$ cat src/rtl/clock_set_controller_if.sv
// Button inputs and time-counter control outputs of the clock set controller.
// The driver side (buttons in, controls out) is the master; the controller is the slave.
interface clock_set_controller_if;
   logic       switch;
   logic       add;
   logic       deduct;
   logic [1:0] mode;
   logic       run_en;
   logic       inc;
   logic       dec;
   logic       blink;
   logic       timeout;

   modport master (
      output switch, add, deduct,
      input  mode, run_en, inc, dec, blink, timeout
   );

   modport slave (
      input  switch, add, deduct,
      output mode, run_en, inc, dec, blink, timeout
   );
endinterface

$ cat src/rtl/clock_set_controller.sv
// Front-end sequencer for the time-keeping datapath: synchronises and debounces
// the three active-low buttons, runs the IDLE/SET_SEC/SET_MIN/SET_HOUR mode
// machine, and drives inc/dec strobes (with auto-repeat), run_en, blink and an
// inactivity timeout.
module clock_set_controller #(
   parameter int DEBOUNCE_CYCLES = 4,
   parameter int REPEAT_DELAY    = 16,
   parameter int REPEAT_RATE     = 4,
   parameter int TIMEOUT_CYCLES  = 256,
   parameter int BLINK_HALF      = 8
) (
   input logic                   clk,
   input logic                   rst,
   clock_set_controller_if.slave bus
);

   localparam int DB_W    = (DEBOUNCE_CYCLES > 1) ? $clog2(DEBOUNCE_CYCLES) : 1;
   localparam int REP_MAX = (REPEAT_DELAY > REPEAT_RATE) ? REPEAT_DELAY : REPEAT_RATE;
   localparam int RP_W    = (REP_MAX > 1) ? $clog2(REP_MAX) : 1;
   localparam int TO_W    = (TIMEOUT_CYCLES > 1) ? $clog2(TIMEOUT_CYCLES) : 1;
   localparam int BL_W    = (BLINK_HALF > 1) ? $clog2(BLINK_HALF) : 1;

   localparam logic [DB_W-1:0] DB_LAST   = DB_W'(DEBOUNCE_CYCLES - 1);
   localparam logic [RP_W-1:0] DLY_LAST  = RP_W'(REPEAT_DELAY - 1);
   localparam logic [RP_W-1:0] RATE_LAST = RP_W'(REPEAT_RATE - 1);
   localparam logic [TO_W-1:0] TO_LAST   = TO_W'(TIMEOUT_CYCLES - 1);
   localparam logic [BL_W-1:0] BL_LAST   = BL_W'(BLINK_HALF - 1);

   typedef enum logic [1:0] {
      IDLE     = 2'd0,
      SET_SEC  = 2'd1,
      SET_MIN  = 2'd2,
      SET_HOUR = 2'd3
   } mode_t;

   // bit 0 = switch, bit 1 = add, bit 2 = deduct
   logic [2:0] btn_raw;
   logic [2:0] press;

   assign btn_raw = {bus.deduct, bus.add, bus.switch};

   genvar gi;
   generate
      for (gi = 0; gi < 3; gi++) begin : g_btn
         logic            s1_reg;
         logic            s2_reg;
         logic            deb_reg;
         logic            press_reg;
         logic [DB_W-1:0] cnt_reg;

         // Two-flop synchroniser, debounce counter and registered press (1->0) event.
         always_ff @(posedge clk) begin
            if (rst) begin
               s1_reg    <= 1'b1;
               s2_reg    <= 1'b1;
               deb_reg   <= 1'b1;
               press_reg <= 1'b0;
               cnt_reg   <= '0;
            end else begin
               s1_reg    <= btn_raw[gi];
               s2_reg    <= s1_reg;
               press_reg <= 1'b0;
               if (s2_reg == deb_reg) begin
                  // any sample agreeing with the accepted level restarts the count
                  cnt_reg <= '0;
               end else if (cnt_reg == DB_LAST) begin
                  deb_reg   <= s2_reg;
                  cnt_reg   <= '0;
                  // old level high means this is a press, not a release
                  press_reg <= deb_reg;
               end else begin
                  cnt_reg <= cnt_reg + 1'b1;
               end
            end
         end

         assign press[gi] = press_reg;
      end
   endgenerate

   logic sw_p, ad_p, de_p;
   logic held_add, held_ded;
   logic single_add, single_ded;

   assign sw_p       = press[0];
   assign ad_p       = press[1];
   assign de_p       = press[2];
   assign held_add   = ~g_btn[1].deb_reg;
   assign held_ded   = ~g_btn[2].deb_reg;
   assign single_add = held_add & ~held_ded;
   assign single_ded = held_ded & ~held_add;

   mode_t           state_reg;
   mode_t           state_next;
   logic            run_en_reg;
   logic            inc_reg;
   logic            dec_reg;
   logic            blink_reg;
   logic            timeout_reg;
   logic [TO_W-1:0] to_cnt_reg;
   logic [RP_W-1:0] rep_cnt_reg;
   logic            rep_active_reg;
   logic            rep_dir_reg;      // 0 = add, 1 = deduct
   logic            rep_fast_reg;     // past the initial delay, now at the repeat rate
   logic [BL_W-1:0] blink_cnt_reg;

   logic [1:0] mode_inc;
   logic       in_set;
   logic       fire_to;
   logic       to_clear;
   logic       strobe_ok;
   logic       rep_match;
   logic       rep_hit;
   logic       inc_next;
   logic       dec_next;

   assign mode_inc = state_reg + 2'd1;

   // Next mode, timeout decision and strobe selection.
   always_comb begin
      in_set    = (state_reg != IDLE);
      // a press or a held add/deduct counts as activity and defers the timeout
      fire_to   = in_set && !sw_p && !ad_p && !de_p && !held_add && !held_ded &&
                  (to_cnt_reg == TO_LAST);
      to_clear  = !in_set || sw_p || ad_p || de_p || held_add || held_ded || fire_to;
      strobe_ok = in_set && !sw_p && !fire_to;
      rep_match = rep_active_reg && (rep_dir_reg ? single_ded : single_add);
      rep_hit   = rep_match && (rep_cnt_reg == (rep_fast_reg ? RATE_LAST : DLY_LAST));

      state_next = state_reg;
      if (sw_p) begin
         state_next = mode_t'(mode_inc);
      end else if (fire_to) begin
         state_next = IDLE;
      end

      inc_next = 1'b0;
      dec_next = 1'b0;
      if (strobe_ok) begin
         if (ad_p ^ de_p) begin
            inc_next = ad_p;
            dec_next = de_p;
         end else if (!ad_p && !de_p && rep_hit) begin
            inc_next = ~rep_dir_reg;
            dec_next = rep_dir_reg;
         end
      end
   end

   // Mode state machine with registered outputs, timeout, auto-repeat and blink.
   always_ff @(posedge clk) begin
      if (rst) begin
         state_reg      <= IDLE;
         run_en_reg     <= 1'b1;
         inc_reg        <= 1'b0;
         dec_reg        <= 1'b0;
         blink_reg      <= 1'b0;
         timeout_reg    <= 1'b0;
         to_cnt_reg     <= '0;
         rep_cnt_reg    <= '0;
         rep_active_reg <= 1'b0;
         rep_dir_reg    <= 1'b0;
         rep_fast_reg   <= 1'b0;
         blink_cnt_reg  <= '0;
      end else begin
         state_reg   <= state_next;
         run_en_reg  <= (state_next == IDLE);
         inc_reg     <= inc_next;
         dec_reg     <= dec_next;
         timeout_reg <= fire_to;

         if (to_clear) begin
            to_cnt_reg <= '0;
         end else if (to_cnt_reg != TO_LAST) begin
            to_cnt_reg <= to_cnt_reg + 1'b1;
         end

         if (!strobe_ok) begin
            rep_active_reg <= 1'b0;
            rep_cnt_reg    <= '0;
            rep_fast_reg   <= 1'b0;
         end else if (ad_p || de_p) begin
            // arm auto-repeat only for a lone press of a lone held button
            rep_active_reg <= (ad_p ^ de_p) && (de_p ? single_ded : single_add);
            rep_dir_reg    <= de_p;
            rep_cnt_reg    <= '0;
            rep_fast_reg   <= 1'b0;
         end else if (rep_match) begin
            if (rep_hit) begin
               rep_cnt_reg  <= '0;
               rep_fast_reg <= 1'b1;
            end else begin
               rep_cnt_reg <= rep_cnt_reg + 1'b1;
            end
         end else begin
            rep_active_reg <= 1'b0;
            rep_cnt_reg    <= '0;
            rep_fast_reg   <= 1'b0;
         end

         if (state_next == IDLE) begin
            blink_reg     <= 1'b0;
            blink_cnt_reg <= '0;
         end else if ((state_next != state_reg) || inc_next || dec_next) begin
            // show the field solid right after it is selected or changed
            blink_reg     <= 1'b1;
            blink_cnt_reg <= '0;
         end else if (blink_cnt_reg == BL_LAST) begin
            blink_reg     <= ~blink_reg;
            blink_cnt_reg <= '0;
         end else begin
            blink_cnt_reg <= blink_cnt_reg + 1'b1;
         end
      end
   end

   assign bus.mode    = state_reg;
   assign bus.run_en  = run_en_reg;
   assign bus.inc     = inc_reg;
   assign bus.dec     = dec_reg;
   assign bus.blink   = blink_reg;
   assign bus.timeout = timeout_reg;

endmodule
$ cat src/flat_wrapper.sv
// flat-port wrapper written by rule: the top's interface ports become plain ports
module clock_set_controller_flat 
#(
   parameter int DEBOUNCE_CYCLES = 4,
   parameter int REPEAT_DELAY    = 16,
   parameter int REPEAT_RATE     = 4,
   parameter int TIMEOUT_CYCLES  = 256,
   parameter int BLINK_HALF      = 8
)
  (clk, rst, bus_switch, bus_add, bus_deduct, bus_mode, bus_run_en, bus_inc, bus_dec, bus_blink, bus_timeout);
  clock_set_controller_if bus_i ();
  input logic clk;
  input logic rst;
  input wire logic [$bits(bus_i.switch)-1:0] bus_switch;
  input wire logic [$bits(bus_i.add)-1:0] bus_add;
  input wire logic [$bits(bus_i.deduct)-1:0] bus_deduct;
  output wire logic [$bits(bus_i.mode)-1:0] bus_mode;
  output wire logic [$bits(bus_i.run_en)-1:0] bus_run_en;
  output wire logic [$bits(bus_i.inc)-1:0] bus_inc;
  output wire logic [$bits(bus_i.dec)-1:0] bus_dec;
  output wire logic [$bits(bus_i.blink)-1:0] bus_blink;
  output wire logic [$bits(bus_i.timeout)-1:0] bus_timeout;
  assign bus_i.switch = bus_switch;
  assign bus_i.add = bus_add;
  assign bus_i.deduct = bus_deduct;
  assign bus_mode = bus_i.mode;
  assign bus_run_en = bus_i.run_en;
  assign bus_inc = bus_i.inc;
  assign bus_dec = bus_i.dec;
  assign bus_blink = bus_i.blink;
  assign bus_timeout = bus_i.timeout;
  clock_set_controller #(.DEBOUNCE_CYCLES(DEBOUNCE_CYCLES), .REPEAT_DELAY(REPEAT_DELAY), .REPEAT_RATE(REPEAT_RATE), .TIMEOUT_CYCLES(TIMEOUT_CYCLES), .BLINK_HALF(BLINK_HALF)) u_core (.clk(clk), .rst(rst), .bus(bus_i));
endmodule
$ cat config.mk
export PLATFORM = sky130hd
export DESIGN_NAME = clock_set_controller_flat
export DESIGN_NICKNAME = d
export VERILOG_FILES = /design/src/rtl/clock_set_controller_if.sv /design/src/rtl/clock_set_controller.sv /design/src/flat_wrapper.sv
export SDC_FILE = /design/constraint.sdc
export NUM_CORES = 1
export LEC_CHECK = 0
export CAP_MARGIN = 20
export CORE_AREA = 5 5 57 72
export CTS_CLUSTER_DIAMETER = 60
export CTS_CLUSTER_SIZE = 25
export DETAILED_ROUTE_END_ITERATION = 6
export DIE_AREA = 0 0 62 77
export PLACE_DENSITY_LB_ADDON = 0.2
export SKIP_LAST_GASP = 1
export SLEW_MARGIN = 20
export SYNTH_ARGS = -nofsm -noshare
export SYNTH_HDL_FRONTEND = slang
export SYNTH_SLANG_ARGS = --single-unit
$ cat constraint.sdc
create_clock -name clk -period 1.8 [get_ports clk]
set_input_delay 0.45 -clock clk [delete_from_list [all_inputs] [get_ports clk]]
set_output_delay 0.45 -clock clk [all_outputs]
set_load 0.01 [all_outputs]
# Word-level counts from Yosys, hierarchy flattened
# Index checks and enable logic that the tools add are counted.
# classes
n_addsub	7
eq_ne	12
n_mux	15
n_bitwise	15
n_reduce_logical	45
# op_table
op	n
$reduce_or 3->1	6
$logic_and 1x1->1	12
$mux 1	12
$not 1->1	12
$logic_or 1x1->1	9
$add 2x1->2 const B	4
$add 8x1->8 const B	1
$eq 8x8->1 const B	1
$ne 8x8->1 const B	1
$reduce_and 2->1	4
$reduce_or 4->1	2
$eq 2x2->1 const B	3
$reduce_or 2->1	3
$logic_not 1->1	5
$reduce_or 5->1	1
$add 4x1->4 const B	1
$eq 4x4->1	1
$mux 2	2
$mux 4	1
$reduce_bool 2->1	2
$add 3x1->3 const B	1
$eq 1x1->1	3
$eq 3x3->1 const B	1
$and 1x1->1	2
other kinds (4)	4
# totals
reg_bits	43
in_bits	5
out_inout_bits	7
word_cells	121

# Depth between registers and ports, before layout
# depth
depth_word	13
ltp_mapped	7
depth_no_buf	6

# Worst setup path before layout
# OpenSTA, ideal clock, no wires.
# synth_path
path_type	register to register
startpoint	register u_core.state_reg[0] (netlist: u_core.bus.mode[0])
endpoint	register u_core.to_cnt_reg[3]
setup_time_ps	62
arrival_time_ps	1651
required_ps	1738
slack_ps	88
path_stages_with_launch	8
path_buffers	1
period_less_slack_ps	1712
path_cell_list	dfxtp_1 inv_1 ha_1 nand4bb_4 or3_4 or2_1 buf_6 nor2_2
# synth_between
elab_chain_cells	9
elab_cells_between_ends	15
classes_between	reduce/logical (15)
# synth_rtl
element	line	rtl
from (decl)	clock_set_controller.sv:93	mode_t state_reg;
from (signal assigned)	clock_set_controller.sv:166	state_reg <= state_next;
$reduce_bool 2->1 *	clock_set_controller.sv:121	in_set = (state_reg != IDLE);
$logic_not 1->1 / $logic_and 1x1->1 (equally long branches)	clock_set_controller.sv:125, clock_set_controller.sv:123	
$logic_or 1x1->1 / $logic_and 1x1->1 (equally long branches) (5 in series)	clock_set_controller.sv:125, clock_set_controller.sv:123	
$logic_or 1x1->1 *	clock_set_controller.sv:125	to_clear = !in_set || sw_p || ad_p || de_p || held_add || held_ded || fire_to;
$reduce_or 2->1 (no line) *	n/a	
to (signal assigned)	clock_set_controller.sv:175	to_cnt_reg <= to_cnt_reg + 1'b1;
to (decl)	clock_set_controller.sv:100	logic [TO_W-1:0] to_cnt_reg;
# Every way passes the cells marked *; elsewhere a longest branch is shown, timed or not.
# A chain may end at the register's enable or synchronous reset.

# Worst setup path after layout
# layout_path
startpoint	register u_core.state_reg[0] (netlist: u_core.bus.mode[0])
endpoint	output bus_mode[0]
# layout_lines
element	line	rtl
to (decl)	flat_wrapper.sv:17	output wire logic [$bits(bus_i.mode)-1:0] bus_mode;
# No word-level cell between the ends.

==> impl_metrics.env <==
export IMPL_track_usage=0.156
export IMPL_min_path_type="reg -> reg"
export IMPL_worst_ir_drop_vdd_mv=0.632
export IMPL_largest_reg_flops=8
export IMPL_setup_viol=0
export IMPL_num_io_pins=12
export IMPL_grt_pass1_vias=1361
export IMPL_n_antenna_cell=0
export IMPL_grt_start_max_net_pins=22
export IMPL_grt_overflow_total=0
export IMPL_clkTransAtPathRegs_ps=70
export IMPL_final_core_util=0.642
export IMPL_postSynthCellCount=188
export IMPL_crit_start="u_core.bus.mode[0]"
export IMPL_max_cap_viol_count=0
export IMPL_cts_sinks=43
export IMPL_leakage_nw=0.757
export IMPL_gp_congestion=0.817
export IMPL_drc=0
export IMPL_ant_nets=0
export IMPL_vias=1339
export IMPL_timing_hold_ws_ps=412
export IMPL_cts_tree="done"
export IMPL_path_max_fanout=2
export IMPL_cp_arrival_ps=1260
export IMPL_synth_ff_type="dfxtp_1"
export IMPL_cts_buffers=5
export IMPL_start_util=0.547
export IMPL_post_cts_buffers=0
export IMPL_nets=221
export IMPL_yosys_warnings=0
export IMPL_p_per_area_nw_per_um2=813
export IMPL_worst_r2r_endpoint="u_core.blink_cnt_reg[0]"
export IMPL_crit_end="bus_mode[0]"
export IMPL_htreeDepth=2
export IMPL_worstPathRequired_ps=1350
export IMPL_netlist_area_sq_um=1840
export IMPL_r2r_slack_ps=150
export IMPL_ys_ff_latch=43
export IMPL_crit_path_end_kind="output port"
export IMPL_avgSynthCellArea_sq_um=9.78
export IMPL_fmaxAchievable_mhz=584
export IMPL_synth_area_top_cells="dfxtp_1 47%, ha_1 6.1%, nor2_1 4.9%"
export IMPL_syn_nets=202
export IMPL_portBuffers=11
export IMPL_die_width_um=62
export IMPL_clock_latency_ps=290
export IMPL_synth_edff_count=0
export IMPL_seq_area_frac_synth=0.468
export IMPL_routed_wl_mm=3.25
export IMPL_reg2reg_from="u_core.bus.mode[1]"
export IMPL_outcome="complete, no violations"
export IMPL_ys_types=46
export IMPL_dr_pass1_iters=4
export IMPL_hold_viol_final=0
export IMPL_synth_top_cells_by_count="43 x dfxtp_1, 24 x nor2_1, 13 x inv_1"
export IMPL_synth_async_reset_ratio=0
export IMPL_syn_to_final_growth_pct=17.5
export IMPL_clockBufferDepth=2
export IMPL_path_class="reg -> out"
export IMPL_netlist_area_leader_share=0.468
export IMPL_die_y_um=77
export IMPL_core_sq_um=3360
export IMPL_rsz0062_at_grt="no"
export IMPL_rr_worst_depth=7
export IMPL_drt_initial_drc_count=61
export IMPL_route_detailed_wl_per_inst_um=13.2
export IMPL_dp_hpwl_mm=2.40
export IMPL_finalMaxSlewViolations=0
export IMPL_period_minus_slack_ps=1710
export IMPL_cts_root_buf="clkbuf_8"
export IMPL_fin_skew_ps=6.86
export IMPL_vias_per_cell=5.42
export IMPL_fin_crit_sh=0.951
export IMPL_tns_ps=0
export IMPL_startpoint_type="flip-flop"
export IMPL_grt_pass1_wl_mm=5.68
export IMPL_dieArea_sq_um=4770
export IMPL_rows=24
export IMPL_slew_headroom=0.745
export IMPL_worst_pin_slew_ps=383
export IMPL_drive_gt1_frac=0.183
export IMPL_yosysMostFrequentCell="dfxtp_1"
export IMPL_synth_top_cell_by_area="dfxtp_1"
export IMPL_antenna_found_initial=0
==> cells in the final DEF, fill, tap and decap left out, types with 2 or more instances in the layout <==
master / Yosys / routed
clkdlybuf4s50_1: 0 / 11
ha_1: 9 / 8
buf_4: 0 / 3
xor2_1: 3 / 3
a211oi_2: 1 / 2
dfxtp_2: 0 / 2
nor2_2: 3 / 3
a211o_1: 4 / 4
nor4bb_1: 3 / 3
or3_1: 8 / 8
xnor2_1: 7 / 7
or2_4: 1 / 2
nand3_1: 5 / 5
nand4b_1: 2 / 2
nor2_1: 24 / 24
inv_1: 13 / 12
clkbuf_8: 0 / 6
a211oi_1: 4 / 3
nand4bb_4: 1 / 2
a21oi_1: 7 / 7
or2_2: 6 / 6
nor2b_1: 4 / 4
nand3b_1: 2 / 2
dfxtp_1: 43 / 41
nand2_1: 10 / 10
==> critical path: stages (launching register included) <==
cell	delay, ps
dfxtp_2	340
buf_4	110
clkdlybuf4s50_1	530
==> per-stage QoR <==
step | cells | cell area, sq um | setup WS, ps | power [W]
floorplan | 188 | 1840 | 87.6 | 0.000999
global placement | 238 | 2000 | -63.8 | 0.00101
detailed placement | 238 | 2000 | -130 | 0.00101
CTS | 246 | 2120 | 48.4 | 0.00177
global route | 247 | 2160 | 12.5 | 0.00182
finish | 247 | 2160 | 87.7 | 0.00175
==> cell type report <==
class | count | area (sq um)
fill | 289 | 1200
multi-input combinational | 128 | 932
sequential | 43 | 863
timing repair buffer | 16 | 149
clock buffer | 6 | 82.6
inverter | 13 | 48.8
tap | 39 | 48.8
clock inverter | 2 | 35.0
==> how the worst min path moves through the flow <==
stage / from / endpoint / slack (ps) / depth (start not counted)
6_report: u_core.g_btn[0].s1_reg / u_core.g_btn[0].s2_reg / 410 / 1
5_1_grt: u_core.g_btn[0].cnt_reg[0] / u_core.g_btn[0].cnt_reg[0] / 440 / 1
4_1_cts: u_core.g_btn[0].s1_reg / u_core.g_btn[0].s2_reg / 420 / 1
3_5_place_dp: u_core.g_btn[0].s1_reg / u_core.g_btn[0].s2_reg / 390 / 1
3_3_place_gp: u_core.g_btn[2].s1_reg / u_core.g_btn[2].s2_reg / 390 / 1
2_1_floorplan: u_core.g_btn[0].s1_reg / u_core.g_btn[0].s2_reg / 390 / 1
==> repair_timing <==
item,CTS,global route
hold buffers,0,0
endpoints found under the setup margin,0,17
resized for setup,0,8
==> power breakdown <==
part           switching, W  total (W)  internal, W  leakage [nW]
combinational     0.0000119  0.0000284    0.0000165         0.347
sequential       0.00000441   0.000963     0.000959         0.349
clock              0.000315   0.000763     0.000449        0.0612
==> cell families (layout without fill, tap and decap cells) <==
logic type | after synthesis | after routing | share of synthesized area
multiplexers | 1 | 1 | 0.00545
AO/OA/AOI/OAI | 26 | 26 | 0.105
adder cells (fa/ha/maj) | 9 | 9 | 0.0613
flip-flops | 43 | 43 | 0.468
buffers and inverters | 17 | 37 | 0.0388
AND/OR/NAND/NOR | 82 | 82 | 0.274
XOR/XNOR | 10 | 10 | 0.0477
==> layer usage <==
| metal | vias up | global-route usage | part of all wire |
|---|---|---|---|
| li1 | 687 | - | - |
| met1 | 626 | 0.164 | 0.41 |
| met2 | 18 | 0.268 | 0.52 |
| met3 | 8 | 0.0521 | 0.046 |
| met4 | 0 | 0.0658 | 0.024 |
| met5 | - | 0 | 0 |
(Power assumes the default switching activity.)
